<file path="src/rtl/layer_test_pkg.sv">
// Shared types and constants for the per-layer serial link self-test sequencer.
// Holds the sequencer state encoding, the default burst header and PRBS seed,
// and the 32-bit LFSR successor function used by both burst generation and checking.
package layer_test_pkg;

  typedef enum logic [2:0] {
    ST_IDLE  = 3'd0,
    ST_SEND  = 3'd1,
    ST_HUNT  = 3'd2,
    ST_CHECK = 3'd3,
    ST_DONE  = 3'd4
  } state_t;

  localparam logic [31:0] DEF_SYNC_WORD = 32'hA5A5_5A5A;
  localparam logic [31:0] DEF_SEED      = 32'h0000_0001;

  // One PRBS step per word: shift left, feed back taps 31, 21, 1 and 0.
  function automatic logic [31:0] lfsr_next(input logic [31:0] s);
    return {s[30:0], s[31] ^ s[21] ^ s[1] ^ s[0]};
  endfunction

endpackage

</file>
<file path="src/rtl/prbs_word_gen.sv">
// PRBS word source shared by burst transmission and burst checking.
// Ports: clk/rst (async active-high); load_i reloads SEED (wins over step_i);
// step_i advances the LFSR by one word; word_o is the current PRBS word.
module prbs_word_gen
  import layer_test_pkg::*;
#(
  parameter logic [31:0] SEED = DEF_SEED
) (
  input  logic        clk,
  input  logic        rst,
  input  logic        load_i,
  input  logic        step_i,
  output logic [31:0] word_o
);

  logic [31:0] lfsr_q;
  logic [31:0] lfsr_d;

  always_comb begin
    lfsr_d = lfsr_q;
    if (load_i) begin
      lfsr_d = SEED;
    end else if (step_i) begin
      lfsr_d = lfsr_next(lfsr_q);
    end
  end

  always_ff @(posedge clk or posedge rst) begin
    if (rst) begin
      lfsr_q <= SEED;
    end else begin
      lfsr_q <= lfsr_d;
    end
  end

  assign word_o = lfsr_q;

endmodule

</file>
<file path="src/rtl/layer_test_seq.sv">
// Per-layer link self-test sequencer: injects a SYNC + PRBS burst (source layer)
// or hunts for SYNC in the deserialized stream and checks the burst word by word.
// Ports: clk/rst; f_layer, start, de_word in; ser_en, tx_sel, tx_word, tx_load,
// busy, done, pass, timeout, err_cnt out. All outputs decode registered state.
module layer_test_seq
  import layer_test_pkg::*;
#(
  parameter int                  WORD_W    = 32,
  parameter int                  N_WORDS   = 16,
  parameter logic [WORD_W-1:0]   SYNC_WORD = WORD_W'(DEF_SYNC_WORD),
  parameter logic [31:0]         SEED      = DEF_SEED,
  parameter int                  ERR_W     = 8,
  parameter int                  TIMEOUT   = 1023
) (
  input  logic              clk,
  input  logic              rst,
  input  logic              f_layer,
  input  logic              start,
  input  logic [WORD_W-1:0] de_word,
  output logic              ser_en,
  output logic              tx_sel,
  output logic [WORD_W-1:0] tx_word,
  output logic              tx_load,
  output logic              busy,
  output logic              done,
  output logic              pass,
  output logic              timeout,
  output logic [ERR_W-1:0]  err_cnt
);

  localparam int BIT_W  = $clog2(WORD_W);
  localparam int WCNT_W = $clog2(N_WORDS + 2);
  localparam int TMO_W  = $clog2(TIMEOUT + 1);

  localparam logic [BIT_W-1:0]  BIT_LAST  = BIT_W'(WORD_W - 1);
  localparam logic [BIT_W-1:0]  BIT_PENUL = BIT_W'(WORD_W - 2);
  localparam logic [WCNT_W-1:0] WCNT_N    = WCNT_W'(N_WORDS);
  localparam logic [WCNT_W-1:0] WCNT_TAIL = WCNT_W'(N_WORDS + 1);
  localparam logic [TMO_W-1:0]  TMO_LAST  = TMO_W'(TIMEOUT - 1);

  state_t              state_q,    state_d;
  logic [BIT_W-1:0]    bit_cnt_q,  bit_cnt_d;
  logic [WCNT_W-1:0]   word_cnt_q, word_cnt_d;
  logic [TMO_W-1:0]    tmo_cnt_q,  tmo_cnt_d;
  logic [ERR_W-1:0]    err_cnt_q,  err_cnt_d;
  logic                pass_q,     pass_d;
  logic                timeout_q,  timeout_d;

  logic                accept;
  logic                bit_last;
  logic                prbs_step;
  logic [31:0]         prbs_word;
  logic [WORD_W-1:0]   exp_word;

  assign accept   = start && ((state_q == ST_IDLE) || (state_q == ST_DONE));
  assign bit_last = (bit_cnt_q == BIT_LAST);
  assign exp_word = WORD_W'(prbs_word);

  // In SEND, slot 0 carries SYNC and slots 1..N carry PRBS words, so the LFSR
  // advances at the end of each data slot. In CHECK it advances on every compare.
  always_comb begin
    prbs_step = 1'b0;
    if (state_q == ST_SEND) begin
      prbs_step = bit_last && (word_cnt_q != '0) && (word_cnt_q <= WCNT_N);
    end else if (state_q == ST_CHECK) begin
      prbs_step = bit_last && (word_cnt_q < WCNT_N);
    end
  end

  prbs_word_gen #(
    .SEED (SEED)
  ) u_prbs (
    .clk    (clk),
    .rst    (rst),
    .load_i (accept),
    .step_i (prbs_step),
    .word_o (prbs_word)
  );

  always_comb begin
    state_d    = state_q;
    bit_cnt_d  = bit_cnt_q;
    word_cnt_d = word_cnt_q;
    tmo_cnt_d  = tmo_cnt_q;
    err_cnt_d  = err_cnt_q;
    pass_d     = pass_q;
    timeout_d  = timeout_q;

    unique case (state_q)
      ST_IDLE, ST_DONE: begin
        if (start) begin
          state_d    = f_layer ? ST_SEND : ST_HUNT;
          bit_cnt_d  = '0;
          word_cnt_d = '0;
          tmo_cnt_d  = '0;
          err_cnt_d  = '0;
          pass_d     = 1'b0;
          timeout_d  = 1'b0;
        end
      end

      ST_SEND: begin
        bit_cnt_d = bit_last ? '0 : bit_cnt_q + 1'b1;
        if (bit_last) begin
          word_cnt_d = word_cnt_q + 1'b1;
        end
        // The slot after the last load is cut one cycle short so that done
        // becomes visible exactly (N_WORDS+2)*WORD_W cycles after start.
        if ((word_cnt_q == WCNT_TAIL) && (bit_cnt_q == BIT_PENUL)) begin
          state_d = ST_DONE;
          pass_d  = 1'b1;
        end
      end

      ST_HUNT: begin
        if (de_word == SYNC_WORD) begin
          state_d   = ST_CHECK;
          bit_cnt_d = '0;
        end else if (tmo_cnt_q == TMO_LAST) begin
          state_d   = ST_DONE;
          timeout_d = 1'b1;
          pass_d    = 1'b0;
        end else begin
          tmo_cnt_d = tmo_cnt_q + 1'b1;
        end
      end

      ST_CHECK: begin
        // One idle cycle after the last compare lets its error count in pass.
        if (word_cnt_q == WCNT_N) begin
          state_d = ST_DONE;
          pass_d  = (err_cnt_q == '0);
        end else begin
          bit_cnt_d = bit_last ? '0 : bit_cnt_q + 1'b1;
          if (bit_last) begin
            word_cnt_d = word_cnt_q + 1'b1;
            if ((de_word != exp_word) && !(&err_cnt_q)) begin
              err_cnt_d = err_cnt_q + 1'b1;
            end
          end
        end
      end

      default: begin
        state_d = ST_IDLE;
      end
    endcase
  end

  always_ff @(posedge clk or posedge rst) begin
    if (rst) begin
      state_q    <= ST_IDLE;
      bit_cnt_q  <= '0;
      word_cnt_q <= '0;
      tmo_cnt_q  <= '0;
      err_cnt_q  <= '0;
      pass_q     <= 1'b0;
      timeout_q  <= 1'b0;
    end else begin
      state_q    <= state_d;
      bit_cnt_q  <= bit_cnt_d;
      word_cnt_q <= word_cnt_d;
      tmo_cnt_q  <= tmo_cnt_d;
      err_cnt_q  <= err_cnt_d;
      pass_q     <= pass_d;
      timeout_q  <= timeout_d;
    end
  end

  assign busy    = (state_q == ST_SEND) || (state_q == ST_HUNT) || (state_q == ST_CHECK);
  assign ser_en  = busy;
  assign tx_sel  = (state_q == ST_SEND);
  assign tx_load = (state_q == ST_SEND) && (bit_cnt_q == '0) && (word_cnt_q <= WCNT_N);
  assign tx_word = (state_q != ST_SEND) ? '0 :
                   (word_cnt_q == '0)   ? SYNC_WORD : exp_word;
  assign done    = (state_q == ST_DONE);
  assign pass    = pass_q;
  assign timeout = timeout_q;
  assign err_cnt = err_cnt_q;

endmodule

</file>
<file path="config.mk">
export PLATFORM = sky130hd
export DESIGN_NAME = layer_test_seq
export DESIGN_NICKNAME = d
export VERILOG_FILES = /design/src/rtl/layer_test_pkg.sv /design/src/rtl/prbs_word_gen.sv /design/src/rtl/layer_test_seq.sv
export SDC_FILE = /design/constraint.sdc
export NUM_CORES = 1
export LEC_CHECK = 0
export ABC_AREA = 1
export CAP_MARGIN = 20
export CORE_ASPECT_RATIO = 0.5
export CORE_UTILIZATION = 53
export DETAILED_ROUTE_END_ITERATION = 6
export MAX_ROUTING_LAYER = met4
export PLACE_DENSITY_LB_ADDON = 0.12
export SKIP_LAST_GASP = 1
export SLEW_MARGIN = 20
export SYNTH_ARGS = -nofsm -noshare
export SYNTH_HDL_FRONTEND = slang
export SYNTH_HIERARCHICAL = 1
export SYNTH_SLANG_ARGS = --single-unit
export TNS_END_PERCENT = 100
</file>
<file path="constraint.sdc">
create_clock -name clk -period 2.05 [get_ports clk]
set_input_delay 0.205 -clock clk [delete_from_list [all_inputs] [get_ports clk]]
set_output_delay 0.205 -clock clk [all_outputs]
set_load 0.02 [all_outputs]
</file>
* Word level (Yosys, flattened, before mapping)
Cells that the tools add are included.
** Word-level totals
- Logic and storage cells :: 110
- Flip-flop bits (word level) :: 65
- Input port bits :: 36
** Operators by class
- Reduce and logical (&&, ||, !) cells :: 31
- Order comparisons :: 2
- Bitwise logic cells :: 3
- Add/sub/neg operators :: 4
- Multiplexer cells :: 39
- Equal/unequal tests :: 23
** Operators by type and width (count)
- two-way mux 32 bit :: 4
- equality test 32 bit (second input constant) :: 1
- two-way mux 8 bit :: 4
- inequality test 32 bit :: 1
- two-way mux 10 bit :: 3
- two-way mux 5 bit :: 6
- equality test 5 bit (second input constant) :: 4
- case mux 10 bit (2 select lines) :: 1
- case mux 5 bit (4 select lines) :: 1
- case mux 8 bit (2 select lines) :: 1
- AND reduction 4 bit :: 4
- two-way mux 3 bit :: 5
- case mux 5 bit (3 select lines) :: 1
- inequality test 2 bit (second input constant) :: 7
- case mux 3 bit (4 select lines) :: 1
- adder 10 x 1 -> 10 bit (second input constant) :: 1
- adder 5 x 1 -> 5 bit (second input constant) :: 2
- equality test 10 bit (second input constant) :: 1
- logical NOT 5 bit :: 2
- two-way mux 1 bit :: 9
- adder 8 x 1 -> 8 bit (second input constant) :: 1
- logical AND 1 bit :: 8
- logical NOT 8 bit :: 1
- AND reduction 8 bit :: 1
- 23 further kinds :: 32

* Longest topological paths before layout
Gate-level depths: netlist of the first run.
- Word-level depth :: 7
- Mapped depth :: 13

* By module
Netlist of the first run, hierarchy kept.
** Modules (own cells, without submodules)
- layer_test_seq :: area each 3084.2 um2, instances 1, seq. area each 825.8 um2, cells each 483
- prbs_word_gen :: area each 1457.6 um2, instances 1, seq. area each 802.0 um2, cells each 119

* Least setup slack after synthesis of the first run
No wires, ideal clock.
- Path type :: register -> register
- From :: reg word_cnt_q[0]
- To :: reg u_prbs.lfsr_q[22], in the netlist u_prbs/word_o[22]
- Setup slack :: 0.185 ns
- Arrival :: 1.786 ns
- Path buffers :: 2
- Data required time :: 1.970 ns
- Period minus slack after synthesis :: 1.865 ns
- Stages on the path, launching flop included :: 12
- Cells stage by stage :: dfrtp_1 > inv_1 > ha_1 > inv_1 > nor2_2 > nand2_1 > nand2_1 > a21oi_1 > or2_1 > buf_6 > buf_8 > o22ai_2
** Between the ends
- Cells in the longest elaborated chain, start to end :: 5
- Elaborated cells between the ends (all ways) :: 9
- Classes of those cells :: order compare: 2; mux: 2; reduce/logical: 5
** Ends and longest elaborated chain
- from (decl) :: line layer_test_seq.sv:43 : logic [WCNT_W-1:0] word_cnt_q, word_cnt_d;
- from (signal assigned) :: line layer_test_seq.sv:162 : word_cnt_q <= word_cnt_d;
- < comparator 5 bit / nonzero test 5 bit (equally long branches) :: line layer_test_seq.sv:66, layer_test_seq.sv:64
- logical AND 1 bit, on equally long branches :: line layer_test_seq.sv:66, layer_test_seq.sv:64
- two-way mux 1 bit / logical AND 1 bit (equally long branches) :: line layer_test_seq.sv:65, layer_test_seq.sv:64
- two-way mux 1 bit (*) :: line layer_test_seq.sv:63 : if (state_q == ST_SEND) begin
- named net prbs_step :: line layer_test_seq.sv:51 : logic prbs_step;
- nonzero test 2 bit (no line) (*)
- to (signal assigned) :: line prbs_word_gen.sv:32 : lfsr_q <= lfsr_d;
- to (decl) :: line prbs_word_gen.sv:16 : logic [31:0] lfsr_q;
Mark *: on every way through the listed nets, which the timed path passes. The rest lies on a longest branch.
A chain may end at the register's enable or synchronous reset.

* Worst setup path in the final report of the first run
- From :: reg word_cnt_q[0]
- To :: out tx_word[0]
** Between the ends
- Cells in the longest elaborated chain, start to end :: 3
** Ends and longest elaborated chain
- logical NOT 5 bit :: line layer_test_seq.sv:175 : (word_cnt_q == '0) ? SYNC_WORD : exp_word;
- two-way mux 32 bit :: line layer_test_seq.sv:175
- two-way mux 32 bit :: line layer_test_seq.sv:174 : assign tx_word = (state_q != ST_SEND) ? '0 :
- to (decl) :: line layer_test_seq.sv:22 : output logic [WORD_W-1:0] tx_word,
No other way between the ends.

==> results of run 1 <==
[area by class of cell]
type                            instances  area [sq um]  share of cell area (%)
Clock buffer                           13           260                    4.48
Clock inverter                          3          15.0                   0.258
Timing Repair Buffer                  114           958                    16.5
Inverter                              113           427                    7.34
Multi-Input combinational cell        409          2390                    41.0
Sequential cell                        65          1630                    28.0
Tap cell                              112           140                    2.41
[cell usage after synthesis (2+ instances only)]
master and n:
xor2_1 7, ha_1 11, inv_2 8, nand2_4 2, nand3_1 31, dfrtp_1 64
nor2_1 54, o22ai_2 30, inv_1 103, or2_2 6, xnor2_1 23, a21oi_1 23
nor3_1 13, nor3_4 2, buf_2 3, nand4_1 7, nand2_2 4, buf_4 6
buf_8 3, o21ai_1 24, nand2_1 145, nor4_1 4, o21ai_0 6, clkbuf_1 2
nor2_2 4
[power breakdown]
group          switching, mW  leakage, nW  total (mW)  internal, mW
combinational           1.38         1.57        2.23         0.851
clock                  0.544        0.139        1.42         0.878
sequential            0.0768        0.899        1.43          1.36
total                   2.00         2.61        5.08          3.09
[worst reg2reg max path, delay by kind of cell (launching register included)]
family	cells	cell delay (ns)
compound gates	1	0.08
fa+ha+maj	1	0.14
buf+inv	5	0.54
flops	1	0.39
simple gates	6	0.73
[routing by layer]
metal	routed length [microns]	vias up	track usage, %	part of all wire [%]
met3	485	18	6.08	4.6
met5	0	-	-	0
li1	-	2119	-	-
met4	163	0	8.76	1.5
met2	4830	93	44.2	45
met1	5170	1920	32.9	49
[metrics by stage]
step	TNS, ns	utilization, %
finish	0	71.4
global route	-0.171	71.4
CTS	-0.522	71.9
detailed placement	-0.00717	69.1
global placement	0	69.1
floorplan	0	-
[worst min path at each step]
stage	to	slack [ns]	depth (start not counted)
floorplan	u_prbs/word_o[10]$_DFFE_PP0P_	0.32	1
CTS	word_cnt_q[0]$_DFFE_PP0P_	0.31	3
global route	u_prbs/word_o[3]$_DFFE_PP0P_	0.36	3
global placement	u_prbs/word_o[0]$_DFFE_PP1P_	0.50	2
finish	tmo_cnt_q[0]$_DFFE_PP0P_	0.29	3
detailed placement	pass$_DFFE_PP0P_	0.50	2
[state kept, by name, indices dropped and copies added, names as in the netlist]
signal	cells
pass	1
tmo_cnt_q	10
err_cnt	8
bit_cnt_q	5
state_q	3
u_prbs/word_o	32
word_cnt_q	5
timeout	1
[cells in the final DEF, fill, tap and decap left out, types with 2 or more instances in the layout]
cell type / count
nor2_2: 6
clkbuf_1: 2
xnor2_1: 23
o22ai_2: 30
nand2_4: 2
nand2_2: 6
clkbuf_16: 9
nor3_4: 2
nor4_1: 4
inv_1: 102
nand4_1: 7
o21ai_1: 24
buf_2: 22
clkinv_2: 3
o21ai_0: 6
buf_12: 2
a21oi_1: 22
nor2_1: 51
buf_6: 3
nand3_1: 31
nor2_4: 2
clkdlybuf4s50_1: 48
ha_1: 11
nor3_1: 13
or2_2: 6
nand2_1: 143
dlygate4sd2_1: 2
inv_2: 9
clkbuf_8: 2
dfrtp_1: 64
xor2_1: 7
buf_4: 35
[cell families (layout without fill, tap and decap cells)]
kind of cell,Yosys count,after routing,share of synthesized area [%]
AOI/OAI and AO/OA,89,89,15.4
and+or+nand+nor,279,279,27.9
xor gates and xnor gates,30,30,5.79
buffers and inverters,128,243,12.1
DFF,65,65,35.8
adders and majority gates,11,11,3.03
[repair_timing]
item / in CTS / in global routing
resized for setup: 104 / 44
setup buffers: 2 / 0
endpoints found under the setup margin: 36 / 64
pin swaps: 1 / 0
endpoints found under the hold margin: 0 / 0
==> impl_results.md, run 1 <==
* Outcome: finished, final reports clean
* Placer Congestion at 0.867
* FF-to-FF setup slack at 0.11 ns
* Layout overhead on the synthesized area at 28.0%
* Max frequency at 0.509 GHz
* Inst Count DP at 811
* Overflow after GRT at 0
* Unique masters post-synth at 42
* Via count at 4150
* Die W at 133 microns
* Worst hold path type: in2async
* LEAKAGE at 2.61 nW
* Slowest CP cell: dfrtp_1
* CP endpoint kind: primary output
* Fill count at 682
* Clock Sink Count at 65
* Finished Layout Cells at 829
* Levels on crit path at 10
* Share of cells above drive strength 1 at 20.9%
* Synth Instances at 602
* CTS Buffer Depth at 2
* DR WL/cell at 12.9 microns
* Critical Path Source: word_cnt_q[0]$_DFFE_PP0P_
* Ys async rst share at 100%
* Post-Syn Area per Cell at 7.54 sq um
* # diodes at 0
* Period minus WS final at 1.96 ns
* Tcrit/Tclk final at 95.8%
* Ports at 83
* Worst-path maximum fanout at 7
* I/O Buffers at 82
* Yosys warning count at 6
* Critical path, cell by cell: inv_2, ha_1, inv_1, nor2_4, nand2_2, nand2_2, buf_4, buf_6, nor2_1, clkbuf_2
* Tot Pwr at 5.08 mW
* FF+latch count, synth at 65
* Type of the worst setup path: reg2out
* Final Setup Violations at 0
* Synth top area cells: dfrtp_1 (35%), nand2_1 (12%), inv_1 (8.5%), o22ai_2 (8.3%), nor2_1 (4.5%)
* CTS tree: built
* Dpl ws at -0.00717 ns
* Number of flops mapped to enable cells by yosys at 0
* Reg2Reg Depth at 13
* End point of the critical path: tx_word[0]
* CP delay by family, top: buffers and inverters
* End of the worst register-to-register path: u_prbs/word_o[0]$_DFFE_PP1P_
* Root Buffer: clkbuf_16
* Start of the worst register-to-register path: word_cnt_q[0]$_DFFE_PP0P_
* Area of the core at 8140 sq um
* Leading area contributor after synthesis: dfrtp_1
* Worst Setup Slack, final at 0.0870 ns
* Hold buffers post-CTS at 0
* Sequential share of the synthesized area at 35.8%
* Clk_skew at 0.00667 ns
* Design area at 5820 sq um
* Post-route ant nets at 0
* H-tree Lvls at 3
* Worst Max-Slew Pin Slew at 0.429 ns
* Detailed placement HPWL at 7930 microns
* GRT Util Overall at 26.7%
* Worst hold slack at 0.294 ns
* Clock transition at path regs at 0.05 ns
* Post-synth top area share at 35.3%
* Critical path's most frequent cell: nand2_2
* Vias/cell at 5.01
* Wire length of the first global-routing pass at 17900 microns
* Dpl cell area at 5630 sq um
* Worst skew pair latency at 0.33 ns
* Slew headroom at 71.4%
* Leading register cell type out of synthesis: dfrtp_1
* Critical Path Start Type: flop
* Rows at 23
* Die footprint at 8970 sq um
* Final WL at 10700 microns
* Worst Path Arrival at 1.76 ns
* Slew Limit Fails at 0
* Net Count, Synth at 649
* PwrDens at 874 nW/um^2
* CP peak stage delay at 0.36 ns
* First-iteration detailed-routing DRC count at 138
* Largest net degree at the start of global routing at 34
* Fin nets at 759
* Vias in the first global route at 3887
* DRT Pass-1 Iters at 5
* Starting Density at 55.8%
* Syn Std Cell Area at 4540 sq um
* DRC errors left at 0
* Worst VDD drop at 497 uV
* Clock buffer count from CTS at 9
* Initial antenna violation count at 0
* Max-cap viol count at 0
* Die H at 67.5 microns
* Final-report hold violation count at 0
* Worst EP required at 1.85 ns
* Buffers and inverters on the worst path at 5
No activity file was read; power rests on OpenSTA's default activity.
==> run 2: changes to the inputs <==
SYNTH_HIERARCHICAL = unset   (was 1)
==> run 2 against run 1 <==
Synthesized cell count is 5.5% lower. Utilization is 2.0 points higher. Combinational power is 3% lower. First-iteration DRC count is 110% higher. Hold slack worse by 0.058 ns. Area after synthesis is 6.0% lower. Largest cell class unchanged. Sequential power hardly changed. Critical path depth is 2 lower. Global-route usage is 2.3 points higher. Critical path type unchanged. Non-clock buffer count is 1 lower. Sequential share of layout area is 1.3 points higher.
==> impl_results.md, run 2 <==
* Outcome: finished, final reports clean
* Yosys warning count at 0 (-6)
* Clk_skew at 0.00476 ns (-0.00191 ns)
* Post-route ant nets at 0 (unchanged)
* Final-report hold violation count at 0 (unchanged)
* Clock Sink Count at 65 (unchanged)
* Clk network pwr share at 29.7% (+1.7 points)
* Worst Path Arrival at 1.79 ns (+0.03 ns)
* Layout overhead on the synthesized area at 30.2%
* Post-synth top area share at 37.5% (+2.2 points)
* LEAKAGE at 2.54 nW (-2.4%)
* Share of cells above drive strength 1 at 16.6% (-4.3 points)
* Initial antenna violation count at 0 (unchanged)
* Root Buffer: clkbuf_16
* Worst VDD drop at 822 uV (+65%)
* Type of the worst setup path: reg2out
* First-iteration detailed-routing DRC count at 288 (+110%)
* Largest net degree at the start of global routing at 33 (-2.9%)
* Tcrit/Tclk final at 97.5% (+1.7 points)
* Combinational power share at 42.3% (-1.5 points)
* FF+latch count, synth at 65 (unchanged)
* Worst Setup Slack, final at 0.0512 ns (-0.0358 ns)
* Worst hold path type: in2async
* CTS Buffer Depth at 2 (unchanged)
* Worst Max-Slew Pin Slew at 0.527 ns (+0.0979 ns)
* Period minus WS final at 2.00 ns (+0.0358 ns)
* Most frequent cells in the layout: nand2_1 (113), inv_1 (68), nand3_1 (64), dfrtp_1 (64)
* GRT Util Overall at 29.0% (+2.3 points)
* CTS tree: built
* Max-cap viol count at 0 (unchanged)
* Net Count, Synth at 616 (-5.1%)
* Ports at 83 (unchanged)
* FF-to-FF setup slack at 0.20 ns (+0.09 ns)
* Synth Instances at 569 (-5.5%)
* Final WL at 11200 microns (+5.5%)
* Die H at 65.5 microns (-2.9%)
* Area of the core at 7570 sq um (-7.1%)
* Slew headroom at 64.8% (-6.6 points)
* Worst skew pair latency at 0.33 ns (about the same)
* Cell with the most instances after synthesis: nand2_1
* Max frequency at 0.500 GHz (-1.8%)
* Rows at 22 (-4.3%)
* Post-synth top cells: nand2_1 (113), inv_1 (69), dfrtp_1 (64), nand3_1 (64), nor2_1 (46)
* Number of flops mapped to enable cells by yosys at 0 (unchanged)
* Wire length of the first global-routing pass at 18200 microns (+1.6%)
* # diodes at 0 (unchanged)
* RSZ-0062 raised after global routing: true
* Die W at 129 microns (-3.0%)
* Starting Density at 56.4% (+0.66 points)
* Sw Share at 39.4% (+0.10 points)
* CP endpoint kind: primary output
* Clock transition at path regs at 0.05 ns (about the same)
* Via count at 4167 (+0.41%)
* DRT Pass-1 Iters at 5 (unchanged)
* Switching pwr at 2.01 mW (+0.59%)
* Worst EP required at 1.85 ns (about the same)
* Unique masters post-synth at 38 (-9.5%)
* Vias/cell at 5.29 (+5.6%)
* Ys async rst share at 100% (unchanged)
* Critical Path Start Type: flop
* Fill count at 597 (-12%)
* Clock buffer count from CTS at 9 (unchanged)
* Commonest non-fill, non-tap cell in the layout: nand2_1
* Post-Syn Area per Cell at 7.51 sq um (-0.50%)
* Synth top area cells: dfrtp_1 (37%), nand2_1 (9.9%), nand3_1 (7.5%), inv_1 (6.1%), xnor2_1 (5.7%)
* Worst-path maximum fanout at 10 (+3)
* Leading area contributor after synthesis: dfrtp_1
* Int Pwr at 3.09 mW (+0.17%)
* Max reg flops at 32 (unchanged)
* Fin nets at 722 (-4.9%)
* DR WL/cell at 14.3 microns (+11%)
* Reg2Reg Depth at 11 (-2)
* Sequential share of the synthesized area at 38.1% (+2.3 points)
* H-tree Lvls at 3 (unchanged)
* I/O Buffers at 82 (unchanged)
* Placer Congestion at 0.990 (+14%)
* Dpl ws at -0.00486 ns (+0.00231 ns)
* Leading register cell type out of synthesis: dfrtp_1
* DRC errors left at 0 (unchanged)
* Vias in the first global route at 3909 (+0.57%)
* Syn Std Cell Area at 4270 sq um (-6.0%)
* Overflow after GRT at 0 (unchanged)
* Slew Limit Fails at 0 (unchanged)
* Post-CTS Setup Bufs at 0 (-2)
* Reg power frac at 28.0% (-0.2 points)
* Detailed placement HPWL at 7980 microns (+0.65%)
* Die footprint at 8440 sq um (-5.8%)
* Final Setup Violations at 0 (unchanged)
* Worst hold slack at 0.236 ns (-0.0583 ns)
* PwrDens at 917 nW/um^2 (+4.9%)
[run 2: changes by cell type in the layout (fill, tap and decap cells not counted), moves of 9 or more]
cell / delta
o22ai_2: -29
nand2_1: -30
nand3_1: +33
o21ai_0: +12
o21ai_1: +11
inv_1: -34
clkbuf_2: +15
buf_2: -9
nor3_1: +14
[run 2: logic make-up after synthesis]
logic type                 synth area share (%)
buffers and inverters                      9.55
and+or+nand+nor                            30.5
DFF                                        38.1
adders and majority gates                  3.22
AOI/OAI and AO/OA                          10.4
xor gates and xnor gates                   8.20
[run 2: final cells by class]
type                       count  area [sq um]  share of cell area [%]
clock buffer                  13           250                    4.50
sequential                    65          1630                    29.3
clock inverter                 3          40.0                   0.720
timing repair buffer         113           963                    17.3
multi-input combinational    410          2250                    40.5
inverter                      76           292                    5.24
tap                          108           135                    2.43
[run 2: routing by layer]
layer | vias to the layer above | wire, microns | global-route usage, %
li1 | 2057 | - | -
met1 | 1988 | 5230 | 36.4
met5 | - | 0 | -
met3 | 10 | 592 | 7.33
met2 | 112 | 5310 | 47.7
met4 | 0 | 103 | 7.06
[run 2: worst paths after layout]
kind,to,start
max in group asynchronous,u_prbs.word_o[0]$_DFFE_PP1P_,rst
min in group clk,timeout$_DFFE_PP0P_,timeout$_DFFE_PP0P_
min reg2reg,timeout$_DFFE_PP0P_,timeout$_DFFE_PP0P_
max,tx_word[21],word_cnt_q[1]$_DFFE_PP0P_
min,u_prbs.word_o[6]$_DFFE_PP0P_,rst
max reg2reg,word_cnt_q[4]$_DFFE_PP0P_,bit_cnt_q[1]$_DFFE_PP0P_
[run 2: power by group through the flow]
stage	Sequential [mW]	Clock (mW)	Combinational [mW]
after CTS	1.43	1.53	2.18
after global routing	1.44	1.59	2.33
after global placement	1.44	0	2.22
after detailed placement	1.45	0	2.23
after floorplan	1.47	0	1.32
final	1.43	1.51	2.16
[run 2: per-stage QoR]
step | instance area, sq um | std cells | power [mW] | utilization, % | setup TNS (ns)
5_1_grt | 5560 | 788 | 5.36 | 73.5 | -0.0963
6_report | 5560 | 788 | 5.10 | 73.5 | 0
4_1_cts | 5690 | 788 | 5.14 | 75.2 | -0.0912
2_1_floorplan | 4270 | 569 | 2.79 | - | 0
3_5_place_dp | 5410 | 772 | 3.68 | 71.4 | -0.0111
3_3_place_gp | 5410 | 772 | 3.67 | 71.4 | 0
[run 2: what timing repair did]
action / CTS / global route
hold endpoints to repair: 0 / 0
gates resized for setup: 79 / 66
setup endpoints to repair: 36 / 43
hold buffers: 0 / 0
[run 2: critical path, stage by stage (launching register included)]
cell	delay (ns)
dfrtp_1	0.39
inv_1	0.09
ha_1	0.14
nand2_1	0.11
nor2_4	0.12
inv_1	0.06
buf_4	0.18
a21oi_1	0.18
clkbuf_2	0.20
==> run 3: changes to the inputs <==
CORE_UTILIZATION = 48   (was 53)
RECOVER_POWER = 25   (was unset)
clock period = 1.6 ns   (was 2.05 ns; I/O delays follow)
==> run 3 against run 2 <==
The flow now finishes with violations (DRC, setup timing). Utilization increased by 20 points. Clock power rose by 26%. Sequential share of layout area shrank 8.2 points. Count of clock-buffer cells in the layout up 1. Hold slack better by 0.28 ns. Critical path depth is 2 higher. Sequential power grew 29%. Register-to-register slack worse by 0.93 ns. Global-route usage grew 9.6 points. Clock skew rose by 0.010 ns. Setup slack worse by 0.78 ns. Critical path type is now reg2reg. Highest routed layer unchanged.
==> impl_results.md, run 3 (synthesis results as in run 2) <==
* Largest net degree at the start of global routing at 66 (+100%)
* RSZ-0062 raised after global routing: true
* Tot Pwr at 9.49 mW (+86%)
* Rows at 23 (+4.5%)
* Final Setup Violations at 103 (+103)
* Slew headroom at 33.4% (-31 points)
* First-iteration detailed-routing DRC count at 1163 (+300%)
* Inst Count DP at 830 (+7.5%)
* Worst Setup Slack, final at -0.732 ns (-0.783 ns)
* Worst hold path depth at 5
* Worst Max-Slew Pin Slew at 0.998 ns (+0.472 ns)
* Die footprint at 9300 sq um (+10%)
* Worst-path maximum fanout at 6 (-4)
* DRT Pass-1 Iters at 7 (+2)
* I/O Buffers at 82 (unchanged)
* Period minus WS final at 2.33 ns
* Worst EP required at 1.85 ns (about the same)
* Detailed placement HPWL at 9090 microns (+14%)
* Violated checks: DRC, setup timing
* Clock transition at path regs at 0.06 ns (about the same)
* Hold buffers post-CTS at 0 (unchanged)
* Ports at 83 (unchanged)
* Fin nets at 813 (+13%)
* Slew Limit Fails at 0 (unchanged)
* Layout overhead on the synthesized area at 81.6%
* Final-report hold violation count at 0 (unchanged)
* DRC errors left at 14 (+14)
* Outcome: finished, violations left
* Via count at 6226 (+49%)
* Die W at 135 microns (+5.0%)
* Overflow after GRT at 0 (unchanged)
* Vias/cell at 7.04 (+33%)
* Worst hold path type: in2reg
* Root Buffer: clkbuf_16
* H-tree Lvls at 3 (unchanged)
* Wire length of the first global-routing pass at 25600 microns (+41%)
* Worst VDD drop at 1440 uV (+75%)
* Clk_skew at 0.0148 ns (+0.0100 ns)
* FF-to-FF setup slack at -0.73 ns (-0.93 ns)
* Type of the worst setup path: reg2reg
* GRT Util Overall at 38.7% (+9.6 points)
* PwrDens at 1220 nW/um^2 (+33%)
* Clock buffer count from CTS at 9 (unchanged)
* Max frequency at 0.429 GHz
* DR WL/cell at 29.2 microns (+100%)
* LEAKAGE at 3.58 nW (+41%)
* Worst Path Arrival at 2.58 ns (+0.79 ns)
* CP endpoint kind: flop
* Worst hold slack at 0.517 ns (+0.281 ns)
* Critical Path Start Type: flop
* Final WL at 25800 microns (+130%)
* CTS Buffer Depth at 2 (unchanged)
* Clock Sink Count at 65 (unchanged)
* CTS tree: built
* Commonest non-fill, non-tap cell in the layout: nand2_1
* Most frequent cells in the layout: nand2_1 (96), buf_4 (94), dfrtp_1 (60), inv_1 (56), buf_6 (39)
* Reg2Reg Depth at 10 (-1)
* Finished Layout Cells at 884 (+12%)
* Share of cells above drive strength 1 at 47.1% (+30 points)
* Tcrit/Tclk final at 146%
* Max reg flops at 32 (unchanged)
* Dpl ws at -0.519 ns (-0.514 ns)
* Area of the core at 8320 sq um (+9.9%)
* Initial antenna violation count at 2 (+2)
* Fill count at 252 (-58%)
* Vias in the first global route at 5040 (+29%)
* Placer Congestion at 0.908 (-8.3%)
* Post-route ant nets at 0 (unchanged)
* Worst skew pair latency at 0.37 ns (+0.04 ns)
* Die H at 68.7 microns (+4.9%)
* Starting Density at 51.4% (-5.1 points)
* Max-cap viol count at 0 (unchanged)
-- run 3: cell types whose count changed in the layout (fill, tap and decap cells not counted), sizes merged, moves of 3 or more --
cell           before  now
buf                48  150
clkdlybuf4s50      45   32
diode               0    3
clkbuf             29   16
dlymetal6s2s        2   12
-- run 3: path summary, 6_finish.rpt --
kind | endpoint | startpoint
max | err_cnt[6]$_DFFE_PP0P_ | u_prbs.word_o[19]$_DFFE_PP0P_
min | state_q[0]$_DFFE_PP0P_ | f_layer
max reg2reg | err_cnt[6]$_DFFE_PP0P_ | u_prbs.word_o[19]$_DFFE_PP0P_
min reg2reg | timeout$_DFFE_PP0P_ | timeout$_DFFE_PP0P_
max in group asynchronous | state_q[2]$_DFFE_PP0P_ | rst
min in group asynchronous | u_prbs.word_o[4]$_DFFE_PP0P_ | rst
-- run 3: what timing repair did --
item | 4_1_cts | 5_1_grt
pin swaps | 16 | 43
endpoints found under the setup margin | 100 | 104
gates cloned | 8 | 6
resized for setup | 231 | 188
setup buffers | 22 | 16
-- run 3: critical path: stages (launching register included) --
cell and delay (ns):
dfrtp_1 0.43, xnor2_1 0.36, nand2_1 0.19, nor2_1 0.16, nand2_1 0.22, nor2_2 0.28
nand2_2 0.18, nand2_4 0.16, nand2_4 0.09, nand2_1 0.09, nand2_1 0.06
-- run 3: metrics by stage --
step                TNS (ns)  utilization (%)  area [sq um]
floorplan              -5.12                -          4740
global placement      -24.65             75.1          6240
detailed placement    -28.10             75.1          6240
CTS                   -17.27             86.9          7230
global route          -48.81             93.3          7760
finish                -38.71             93.3          7760
-- run 3: cell type report --
cell class / instances / area [sq um] / area share (%)
multi-input cells: 412 / 3320 / 42.9
repair buffers: 197 / 1960 / 25.3
flip-flops and latches: 65 / 1630 / 21.0
inverters: 76 / 350 / 4.52
clock buffers: 14 / 264 / 3.40
well taps: 112 / 140 / 1.81
repair inverters: 5 / 75.1 / 0.968
diodes: 3 / 7.51 / 0.0968
-- run 3: metal layers --
layer / vias up / wire length [microns] / track usage, %
li1: 2250 / - / -
met1: 2826 / 8260 / 43.4
met2: 788 / 10300 / 66.5
met3: 362 / 4400 / 10.1
met4: 0 / 2840 / 18.0
met5: - / 0 / -
-- run 3: power by group --
group / internal [mW] / switching (mW) / leakage, nW / total (mW)
logic: 2.23 / 3.51 / 2.56 / 5.74
registers: 1.74 / 0.104 / 0.890 / 1.85
clock network: 1.12 / 0.783 / 0.129 / 1.90
total: 5.09 / 4.40 / 3.58 / 9.49
